===== src/rtl/csr_access_unit_pkg.sv =====
// Shared definitions for the CSR access unit: FSM states, Zicsr funct3 codes,
// privilege codes and exception IDs.
package csr_access_unit_pkg;

    typedef enum logic [2:0] {
        ST_IDLE  = 3'd0,
        ST_READ  = 3'd1,
        ST_WRITE = 3'd2,
        ST_RESP  = 3'd3,
        ST_TRAP  = 3'd4
    } state_t;

    // Full funct3 encodings of the Zicsr instructions
    localparam logic [2:0] CSR_FUNCT3_RW  = 3'b001;
    localparam logic [2:0] CSR_FUNCT3_RS  = 3'b010;
    localparam logic [2:0] CSR_FUNCT3_RC  = 3'b011;
    localparam logic [2:0] CSR_FUNCT3_RWI = 3'b101;
    localparam logic [2:0] CSR_FUNCT3_RSI = 3'b110;
    localparam logic [2:0] CSR_FUNCT3_RCI = 3'b111;

    // funct3[1:0] selects the merge operation; funct3[2] only selects the operand source
    localparam logic [1:0] CSR_OP_RW = 2'b01;
    localparam logic [1:0] CSR_OP_RS = 2'b10;
    localparam logic [1:0] CSR_OP_RC = 2'b11;

    localparam logic [1:0] PRIV_U = 2'b00;
    localparam logic [1:0] PRIV_S = 2'b01;
    localparam logic [1:0] PRIV_M = 2'b11;

    localparam logic [5:0] EXCEPT_ILLEGAL_INSTR = 6'd2;

    // CSR addresses with bits [11:10] == 2'b11 are read-only
    function automatic logic csr_is_ro(input logic [11:0] addr);
        return addr[11:10] == 2'b11;
    endfunction

endpackage


===== src/rtl/csr_access_unit_if.sv =====
// Read/write port between the CSR access unit (master) and the CSR file (slave).
// Read data is combinational from the CSR file for the presented read address.
interface csr_access_unit_if;
    logic        csr_ren;
    logic [11:0] csr_raddr;
    logic [31:0] csr_rdata;
    logic        csr_wen;
    logic [11:0] csr_waddr;
    logic [31:0] csr_wdata;

    modport master (
        output csr_ren, csr_raddr, csr_wen, csr_waddr, csr_wdata,
        input  csr_rdata
    );

    modport slave (
        input  csr_ren, csr_raddr, csr_wen, csr_waddr, csr_wdata,
        output csr_rdata
    );
endinterface


===== src/rtl/csr_access_unit_alu.sv =====
// CSR ALU: merges the old CSR value with the instruction operand to form the
// full new value written back (RW replace, RS set bits, RC clear bits).
module csr_access_unit_alu
    import csr_access_unit_pkg::*;
(
    input  logic [1:0]  op_sel,
    input  logic [31:0] old_val,
    input  logic [31:0] operand,
    output logic [31:0] new_val
);

    // Read-modify-write merge; unknown selects leave the value unchanged
    always_comb begin
        new_val = old_val;
        case (op_sel)
            CSR_OP_RW: new_val = operand;
            CSR_OP_RS: new_val = old_val | operand;
            CSR_OP_RC: new_val = old_val & ~operand;
            default:   new_val = old_val;
        endcase
    end

endmodule


===== src/rtl/csr_access_unit.sv =====
// CSR access unit: initiator side of the CSR read/write port. Accepts one Zicsr
// instruction, reads the old value, writes the merged value and returns the old
// value for rd. Illegal accesses raise a one-cycle trap ID instead.
// Build option: define CSR_PRIV_CHECK_EN to enable the privilege and read-only
// checks; without it every access proceeds and trap_id stays 0.
module csr_access_unit
    import csr_access_unit_pkg::*;
#(
    parameter logic [5:0] ILLEGAL_ID = EXCEPT_ILLEGAL_INSTR
)(
    input  logic                clk,
    input  logic                rst,
    input  logic                req_valid,
    output logic                req_ready,
    input  logic [2:0]          req_funct3,
    input  logic [11:0]         req_addr,
    input  logic [31:0]         req_rs1_data,
    input  logic [4:0]          req_zimm,
    input  logic [4:0]          req_rs1_idx,
    input  logic [4:0]          req_rd_idx,
    input  logic [1:0]          priv,
    input  logic                flush,
    csr_access_unit_if.master   csr,
    output logic                rsp_valid,
    output logic [31:0]         rsp_rd_data,
    output logic [5:0]          trap_id
);

`ifdef CSR_PRIV_CHECK_EN
    localparam bit PRIV_CHECK = 1'b1;
`else
    localparam bit PRIV_CHECK = 1'b0;
`endif

    state_t      state_q, state_d;
    logic [1:0]  op_sel_q, op_sel_d;
    logic [11:0] addr_q, addr_d;
    logic [31:0] operand_q, operand_d;
    logic        do_read_q, do_read_d;
    logic        do_write_q, do_write_d;
    logic [31:0] old_q, old_d;
    // Output strobes decoded from the next state so they leave a flop
    logic        ready_q, ready_d;
    logic        ren_q, ren_d;
    logic        wen_q, wen_d;
    logic        rsp_q, rsp_d;
    logic        trap_q, trap_d;

    logic        req_is_rw;
    logic        req_do_read;
    logic        req_do_write;
    logic        req_illegal;
    logic        accept;
    logic [31:0] new_val;

    // Request decode: read/write suppression and legality of the incoming access
    always_comb begin
        req_is_rw    = (req_funct3[1:0] == CSR_OP_RW);
        req_do_read  = !(req_is_rw && (req_rd_idx == 5'd0));
        req_do_write = req_is_rw || (req_rs1_idx != 5'd0);
        req_illegal  = PRIV_CHECK &&
                       ((req_addr[9:8] > priv) || (req_do_write && csr_is_ro(req_addr)));
        accept       = req_valid && ready_q && !flush;
    end

    // Next-state and datapath capture for the IDLE->READ->WRITE->RESP sequence
    always_comb begin
        state_d    = state_q;
        op_sel_d   = op_sel_q;
        addr_d     = addr_q;
        operand_d  = operand_q;
        do_read_d  = do_read_q;
        do_write_d = do_write_q;
        old_d      = old_q;
        case (state_q)
            ST_IDLE: begin
                if (accept) begin
                    op_sel_d   = req_funct3[1:0];
                    addr_d     = req_addr;
                    operand_d  = req_funct3[2] ? {27'd0, req_zimm} : req_rs1_data;
                    do_read_d  = req_do_read;
                    do_write_d = req_do_write;
                    old_d      = '0;
                    state_d    = req_illegal ? ST_TRAP : ST_READ;
                end
            end
            // RS/RC always read, so old holds the true value for the merge
            ST_READ: begin
                old_d   = do_read_q ? csr.csr_rdata : '0;
                state_d = ST_WRITE;
            end
            ST_WRITE: state_d = ST_RESP;
            ST_RESP:  state_d = ST_IDLE;
            ST_TRAP:  state_d = ST_IDLE;
            default:  state_d = ST_IDLE;
        endcase
        if (flush && (state_q != ST_IDLE)) begin
            state_d = ST_IDLE;
        end
        ready_d = (state_d == ST_IDLE);
        ren_d   = (state_d == ST_READ) && do_read_d;
        wen_d   = (state_d == ST_WRITE) && do_write_d;
        rsp_d   = (state_d == ST_RESP);
        trap_d  = (state_d == ST_TRAP);
    end

    // State and capture registers; reset drops any in-flight access without writing
    always_ff @(posedge clk) begin
        if (rst) begin
            state_q    <= ST_IDLE;
            op_sel_q   <= '0;
            addr_q     <= '0;
            operand_q  <= '0;
            do_read_q  <= 1'b0;
            do_write_q <= 1'b0;
            old_q      <= '0;
            ready_q    <= 1'b1;
            ren_q      <= 1'b0;
            wen_q      <= 1'b0;
            rsp_q      <= 1'b0;
            trap_q     <= 1'b0;
        end else begin
            state_q    <= state_d;
            op_sel_q   <= op_sel_d;
            addr_q     <= addr_d;
            operand_q  <= operand_d;
            do_read_q  <= do_read_d;
            do_write_q <= do_write_d;
            old_q      <= old_d;
            ready_q    <= ready_d;
            ren_q      <= ren_d;
            wen_q      <= wen_d;
            rsp_q      <= rsp_d;
            trap_q     <= trap_d;
        end
    end

    csr_access_unit_alu u_alu (
        .op_sel  (op_sel_q),
        .old_val (old_q),
        .operand (operand_q),
        .new_val (new_val)
    );

    // Flush kills the write, response and trap in the very cycle it arrives
    assign req_ready     = ready_q && !flush;
    assign csr.csr_ren   = ren_q;
    assign csr.csr_raddr = addr_q;
    assign csr.csr_wen   = wen_q && !flush;
    assign csr.csr_waddr = addr_q;
    assign csr.csr_wdata = new_val;
    assign rsp_valid     = rsp_q && !flush;
    assign rsp_rd_data   = old_q;
    assign trap_id       = (PRIV_CHECK && trap_q && !flush) ? ILLEGAL_ID : 6'd0;

endmodule


===== src/flat_wrapper.sv =====
// flat-port wrapper written by rule: the top's interface ports become plain ports
module csr_access_unit_flat import csr_access_unit_pkg::*;
#(
    parameter logic [5:0] ILLEGAL_ID = EXCEPT_ILLEGAL_INSTR
)
  (clk, rst, req_valid, req_ready, req_funct3, req_addr, req_rs1_data, req_zimm, req_rs1_idx, req_rd_idx, priv, flush, rsp_valid, rsp_rd_data, trap_id, csr_csr_ren, csr_csr_raddr, csr_csr_wen, csr_csr_waddr, csr_csr_wdata, csr_csr_rdata);
  csr_access_unit_if csr_i ();
  input  logic clk;
  input  logic rst;
  input  logic req_valid;
  output logic req_ready;
  input  logic [2:0] req_funct3;
  input  logic [11:0] req_addr;
  input  logic [31:0] req_rs1_data;
  input  logic [4:0] req_zimm;
  input  logic [4:0] req_rs1_idx;
  input  logic [4:0] req_rd_idx;
  input  logic [1:0] priv;
  input  logic flush;
  output logic rsp_valid;
  output logic [31:0] rsp_rd_data;
  output logic [5:0] trap_id;
  output wire logic [$bits(csr_i.csr_ren)-1:0] csr_csr_ren;
  output wire logic [$bits(csr_i.csr_raddr)-1:0] csr_csr_raddr;
  output wire logic [$bits(csr_i.csr_wen)-1:0] csr_csr_wen;
  output wire logic [$bits(csr_i.csr_waddr)-1:0] csr_csr_waddr;
  output wire logic [$bits(csr_i.csr_wdata)-1:0] csr_csr_wdata;
  input wire logic [$bits(csr_i.csr_rdata)-1:0] csr_csr_rdata;
  assign csr_csr_ren = csr_i.csr_ren;
  assign csr_csr_raddr = csr_i.csr_raddr;
  assign csr_csr_wen = csr_i.csr_wen;
  assign csr_csr_waddr = csr_i.csr_waddr;
  assign csr_csr_wdata = csr_i.csr_wdata;
  assign csr_i.csr_rdata = csr_csr_rdata;
  csr_access_unit #(.ILLEGAL_ID(ILLEGAL_ID)) u_core (.clk(clk), .rst(rst), .req_valid(req_valid), .req_ready(req_ready), .req_funct3(req_funct3), .req_addr(req_addr), .req_rs1_data(req_rs1_data), .req_zimm(req_zimm), .req_rs1_idx(req_rs1_idx), .req_rd_idx(req_rd_idx), .priv(priv), .flush(flush), .csr(csr_i), .rsp_valid(rsp_valid), .rsp_rd_data(rsp_rd_data), .trap_id(trap_id));
endmodule

===== config.mk =====
export PLATFORM = sky130hd
export DESIGN_NAME = csr_access_unit_flat
export DESIGN_NICKNAME = d
export VERILOG_FILES = /design/src/rtl/csr_access_unit_pkg.sv /design/src/rtl/csr_access_unit_if.sv /design/src/rtl/csr_access_unit_alu.sv /design/src/rtl/csr_access_unit.sv /design/src/flat_wrapper.sv
export SDC_FILE = /design/constraint.sdc
export NUM_CORES = 1
export LEC_CHECK = 0
export BUFFER_PORTS_ARGS = -buffer_cell sky130_fd_sc_hd__buf_2
export CORE_UTILIZATION = 46
export DETAILED_ROUTE_END_ITERATION = 10
export PLACE_DENSITY = 0.8
export SYNTH_ARGS = -nofsm -noshare
export SYNTH_HDL_FRONTEND = slang
export SYNTH_SLANG_ARGS = --single-unit

===== constraint.sdc =====
create_clock -name clk -period 1.7 [get_ports clk]
set_input_delay 0.17 -clock clk [delete_from_list [all_inputs] [get_ports clk]]
set_output_delay 0.17 -clock clk [all_outputs]
set_load 0.01 [all_outputs]

Word level (Yosys, flattened, before mapping)
Cells that the tools add are included.
- register bits after elaboration: 87
- input port bits: 100
- output and inout port bits: 98
- logic and storage cells: 56
- equal/unequal tests: 10
- muxes and demuxes: 12
- bitwise operators: 3
- reduce and logical (&&, ||, !) cells: 20
- operators by type and width (operator ; number):
    2-to-1 mux 32 bit ; 3
    one-hot mux 32 bit (3 select lines) ; 1
    one-hot mux 32 bit (2 select lines) ; 1
    bitwise AND 32 bit ; 1
    NOT 32 bit ; 1
    bitwise OR 32 bit ; 1
    == test 3 x 2 -> 1 bit (second input constant) ; 3
    logical AND 1 bit ; 9
    one-hot mux 3 bit (3 select lines) ; 1
    == test 3 x 1 -> 1 bit (second input constant) ; 2
    zero test 3 bit ; 2
    2-to-1 mux 3 bit ; 2
    zero test 5 bit ; 1
    nonzero test 5 bit ; 1
    == test 2 x 1 -> 1 bit (second input constant) ; 2
    == test 2 bit (second input constant) ; 2
    2-to-1 mux 1 bit ; 4
    AND reduction 2 bit ; 2
    nonzero test 3 bit ; 1
    zero test 1 bit ; 2
    inequality test 2 x 1 -> 1 bit (second input constant) ; 1
    nonzero test 2 bit ; 1
    logical OR 1 bit ; 1

Logic depth before layout (Yosys ltp)
- word-level depth: 7
- gate-level depth with buffers: 6
- depth with buffers taken out: 3

Modules after synthesis
A second synthesis with hierarchy kept.
- cells, all modules: 491
- area total of the unflattened synthesis: 4401.7 um^2
- modules (own cells, without submodules) (module ; instances ; cells an instance ; area an instance (um^2) ; seq. area each (um^2)):
    csr_access_unit ; 1 ; 349 ; 3473.3 ; 1741.7
    csr_access_unit_alu ; 1 ; 142 ; 928.4 ; 0.0

Worst setup path after synthesis
Ideal clock, no wire load.
- path type: register -> register
- start point: register u_core.state_q[2]
- end point: register u_core.operand_q[22]
- setup time: 132 ps
- arrival: 1284 ps
- data required time: 1568 ps
- slack: 284 ps
- cell stages (with the launch flop): 6
- path buffers: 2
- clock period less this slack: 1416 ps
- cells stage by stage: dfxtp_1 > or4_1 > buf_4 > buf_6 > o21ai_1 > a21oi_1
- word-level cells in the longest chain between the ends: 2
- ends and longest elaborated chain (what ; RTL line ; RTL):
    from (decl) ; csr_access_unit.sv:35 ; state_t state_q, state_d;
    from (signal assigned) ; csr_access_unit.sv:123 ; state_q <= state_d;
    zero test 3 bit ; csr_access_unit.sv:75 ; case (state_q)
    AND reduction 2 bit (no source line) ; n/a ;
    to (signal assigned) ; csr_access_unit.sv:126 ; operand_q <= operand_d;
    to (decl) ; csr_access_unit.sv:38 ; logic [31:0] operand_q, operand_d;
No other way between the ends.
A chain may end at the register's enable or synchronous reset.

Worst setup path in the final report
- start point: register u_core.op_sel_q[1]
- end point: output csr_csr_wdata[8]
- word-level cells in the longest chain between the ends: 2
- elaborated cells between the ends (all ways): 4
- classes of those cells: eq/ne: 3; mux: 1
- ends and longest elaborated chain (what ; RTL line ; RTL):
    from (decl) ; csr_access_unit.sv:36 ; logic [1:0] op_sel_q, op_sel_d;
    from (signal assigned) ; csr_access_unit.sv:124 ; op_sel_q <= op_sel_d;
    == test 2 bit / == test 2 x 1 -> 1 bit (equally long branches) ; csr_access_unit_alu.sv:15 ; case (op_sel)
    one-hot mux 32 bit (3 select lines) * ; csr_access_unit_alu.sv:15 ;
    to (decl) ; flat_wrapper.sv:27 ; output wire logic [$bits(csr_i.csr_wdata)-1:0] csr_csr_wdata;
Mark *: on every way between the ends. The rest lies on a longest branch, timed or not.

==> results.md <==
* EDFF count, synth at 0
* # clock sinks at between 80 and 90
* Largest delay share family, worst path: flip-flops
* Placer Congestion at between 0.8 and 0.9
* Area contributors post-synth: dfxtp_1 44%, a32o_1 8.1%, a22o_1 6.9%, a21oi_1 6.1%, nand4b_1 6.0%
* Floorplan core area at 8260 um^2
* Post-DP Area at 4960 um^2
* Hold Buf Count CTS at 0
* P per Cell Area at roughly 760 nW/um^2
* Final ANT Viol Nets at 0
* Maxcap violations at 0
* Cells after Synth at 426
* Critical path cell sequence: xor2_2 > buf_12 > a22o_1 > buf_2
* Port buffer count at approximately 190
* Share of layout cells above drive strength 1 at 0.407
* Synth area leader: dfxtp_1
* R2R cell count at 5
* Clock buffer depth at 2
* Fin crit share at 0.956
* Ports at around 200
* Endpoints failing setup at 0
* WHS Path Cells at 2
* R2R setup slack at approximately 0.14 ns
* CP max FO at 27
* N_diodes at 0
* Worst Hold End: u_core.rsp_rd_data[20]
* Nets at ~700
* Hold Startpoint: csr_csr_rdata[20]
* DP HPWL at 8300 um
* Clock slew at reported path FFs at 0.09 ns
* CP Capture Type: output pin
* Starting DRT DRC Count at around 150
* CTS Buf Count at 9
* Min cycle time layout at ~1.6 ns
* FF-to-FF Start: u_core.state_q[2]
* Final hold slack at 0.0263 ns
* Worst path slowest cell: dfxtp_4
* Gr ovfl total at 0
* FF+latch count, synth at 87
* Area growth, synth to finish at 31.0%
* Max Slew Vio Count at 0
* Buf+Inv Stages, Crit Path at 2
* YS warnings at 0
* # fillers at 762
* Initial antenna violation count at 0
* Vias per cell at 5.69
* Synth top area share at 0.440
* H-tree levels at 3
* Global-route wire length before repair at 17500 um
* Final hold viol count at 0
* CTS tree: done
* Library cells used by synthesis at 38
* # DRC at 0
* Critical path startpoint: u_core.op_sel_q[1]
* Top FF cell, synth: dfxtp_1
* FF-to-FF End: u_core.do_read_q
* Vias at 4011
* Status: finished clean
* CP Class: reg2out
* Setup Fix Bufs, Post-CTS at 0
* Relative slew slack at 0.623
* CP Launch Type: flop
* Max stage delay on crit path at between 0.3 and 0.4 ns
* Clock Tree Root: clkbuf_8
* Number of global-route vias before repair at 3541
* Critical Path AT at 1.45 ns
* Leak at about 2.3 nW
* FFs w/ async S/R, synth at 0
* Clock skew at between 0.01 and 0.015 ns
* Wire per inst at 16.3 um
* Max IR drop VDD at 0.407 mV
* Detailed Route WL at 11500 um
* Clk_lat worst skew at 0.34 ns
* Highest clock rate at slightly above 0.6 GHz
* Die W at around 95 um
* Final instance area at around 5200 um^2
* Die footprint at between 8000 and 9000 um^2
* DR pass1 iterations at 5
* Syn Area/Cell at between 9 and 10 um^2
* Initial Utilization at 0.480
* RSZ-0062 raised after global routing: no
* Post-synthesis sequential area ratio at 0.440
* Post-Synthesis Cell Area at 3960 um^2
* Slew @ Worst Pin at ~0.57 ns
* # rows at 33
* Die H at 94.8 um
* GRT Total Usage at 0.250
* CP required at between 1.5 and 2 ns
* Worst Hold Class: in2reg
* Final Total Pwr at a little under 0.004 W
* Largest net degree at the start of global routing at 33
[synth_stat cells (all sizes together), types with 3 or more instances]
cell,number
nand4b,27
dfxtp,87
a32o,32
a22o,31
nand3,14
nor2b,4
a211oi,7
clkbuf,27
buf,39
mux2i,5
nor2,5
a21oi,48
o21ai,75
nor3,3
[cells by family (layout without fill, tap and decap cells)]
logic type	Yosys count	in the layout	synth area share
buffers and inverters	69	236	0.0963
AO/OA/AOI/OAI	196	196	0.324
AND/OR/NAND/NOR	65	66	0.120
multiplexers	5	5	0.0126
XOR/XNOR	3	3	0.00663
other	1	7	0.000947
flip-flops	87	87	0.440
[power breakdown]
group / internal (W) / total (W) / switching (W)
Sequential: 0.00207 / 0.00210 / 0.0000277
Combinational: 0.000219 / 0.000511 / 0.000292
Clock: 0.000603 / 0.00131 / 0.000709
[layout make-up]
| type | count | area [um^2] | area share |
|---|---|---|---|
| clock buffers | 12 | 155 | 0.0299 |
| multi-input cells | 277 | 1900 | 0.366 |
| flip-flops and latches | 87 | 1750 | 0.337 |
| well taps | 105 | 131 | 0.0253 |
| repair buffers | 218 | 1230 | 0.236 |
| clock inverters | 3 | 18.8 | 0.00362 |
| inverters | 3 | 11.3 | 0.00217 |
[repair_timing]
action	CTS	global route
endpoints found under the setup margin	29	34
gates resized for setup	2	6
gates cloned	1	1
pin swaps	1	1
[state kept, by name, indices dropped and copies added (netlist names)]
register,flops
u_core.op_sel_q,2
u_core.ready_q,1
u_core.rsp_q,1
u_core.wen_q,1
u_core.csr.csr_raddr,12
u_core.do_read_q,1
u_core.operand_q,32
u_core.rsp_rd_data,32
u_core.do_write_q,1
u_core.state_q,3
u_core.csr.csr_ren,1
[through the flow]
stage | TNS [ns] | utilization | std cells | worst slack [ns]
2_1_floorplan | 0 | - | 432 | 0.284
3_3_place_gp | 0 | 0.601 | 688 | 0.0356
3_5_place_dp | -0.00824 | 0.601 | 688 | -0.00824
4_1_cts | 0 | 0.623 | 704 | 0.0221
5_1_grt | 0 | 0.628 | 705 | 0.00744
6_report | 0 | 0.628 | 705 | 0.0752
[routing by layer]
layer	vias to the layer above	part of all wire	GRT usage
met5	-	0	0
met4	0	0.0087	0.0720
met3	11	0.058	0.0403
met2	139	0.50	0.421
met1	1903	0.44	0.328
li1	1958	-	-
[cell usage in the layout, fill, tap and decap left out, types with 2 or more instances in the layout]
cell | Yosys | final
nor2b_1 | 4 | 4
o21ai_1 | 40 | 39
buf_2 | 11 | 189
a211oi_1 | 7 | 7
nand4b_1 | 27 | 27
dfxtp_1 | 87 | 85
buf_12 | 0 | 3
clkbuf_8 | 0 | 11
conb_1 | 1 | 7
clkinv_2 | 0 | 2
buf_4 | 21 | 23
nor2_1 | 4 | 4
nor4_4 | 1 | 2
mux2i_1 | 5 | 5
nand3_1 | 14 | 14
nor3_1 | 3 | 3
buf_6 | 4 | 2
nor2_4 | 1 | 2
o21ai_0 | 35 | 35
a21oi_1 | 48 | 48
a32o_1 | 32 | 32
xnor2_1 | 2 | 2
a22o_1 | 31 | 31
[worst reg2reg max path, delay by kind of cell (launching register included)]
family	cells	cell delay (ns)
buffers and inverters	2	0.45
and+or+nand+nor	1	0.36
AOI/OAI and AO/OA	2	0.34
DFF	1	0.32
[worst max path at each step]
stage | end | slack (ns) | depth (start not counted)
2_1_floorplan | u_core.operand_q[22] | 0.28 | 5
3_3_place_gp | u_core.wen_q | 0.04 | 5
3_5_place_dp | u_core.wen_q | -0.008 | 5
4_1_cts | csr_csr_wdata[14] | 0.02 | 5
5_1_grt | csr_csr_wdata[18] | 0.007 | 5
6_report | csr_csr_wdata[8] | 0.08 | 4
No activity file was read; power rests on OpenSTA's default activity.
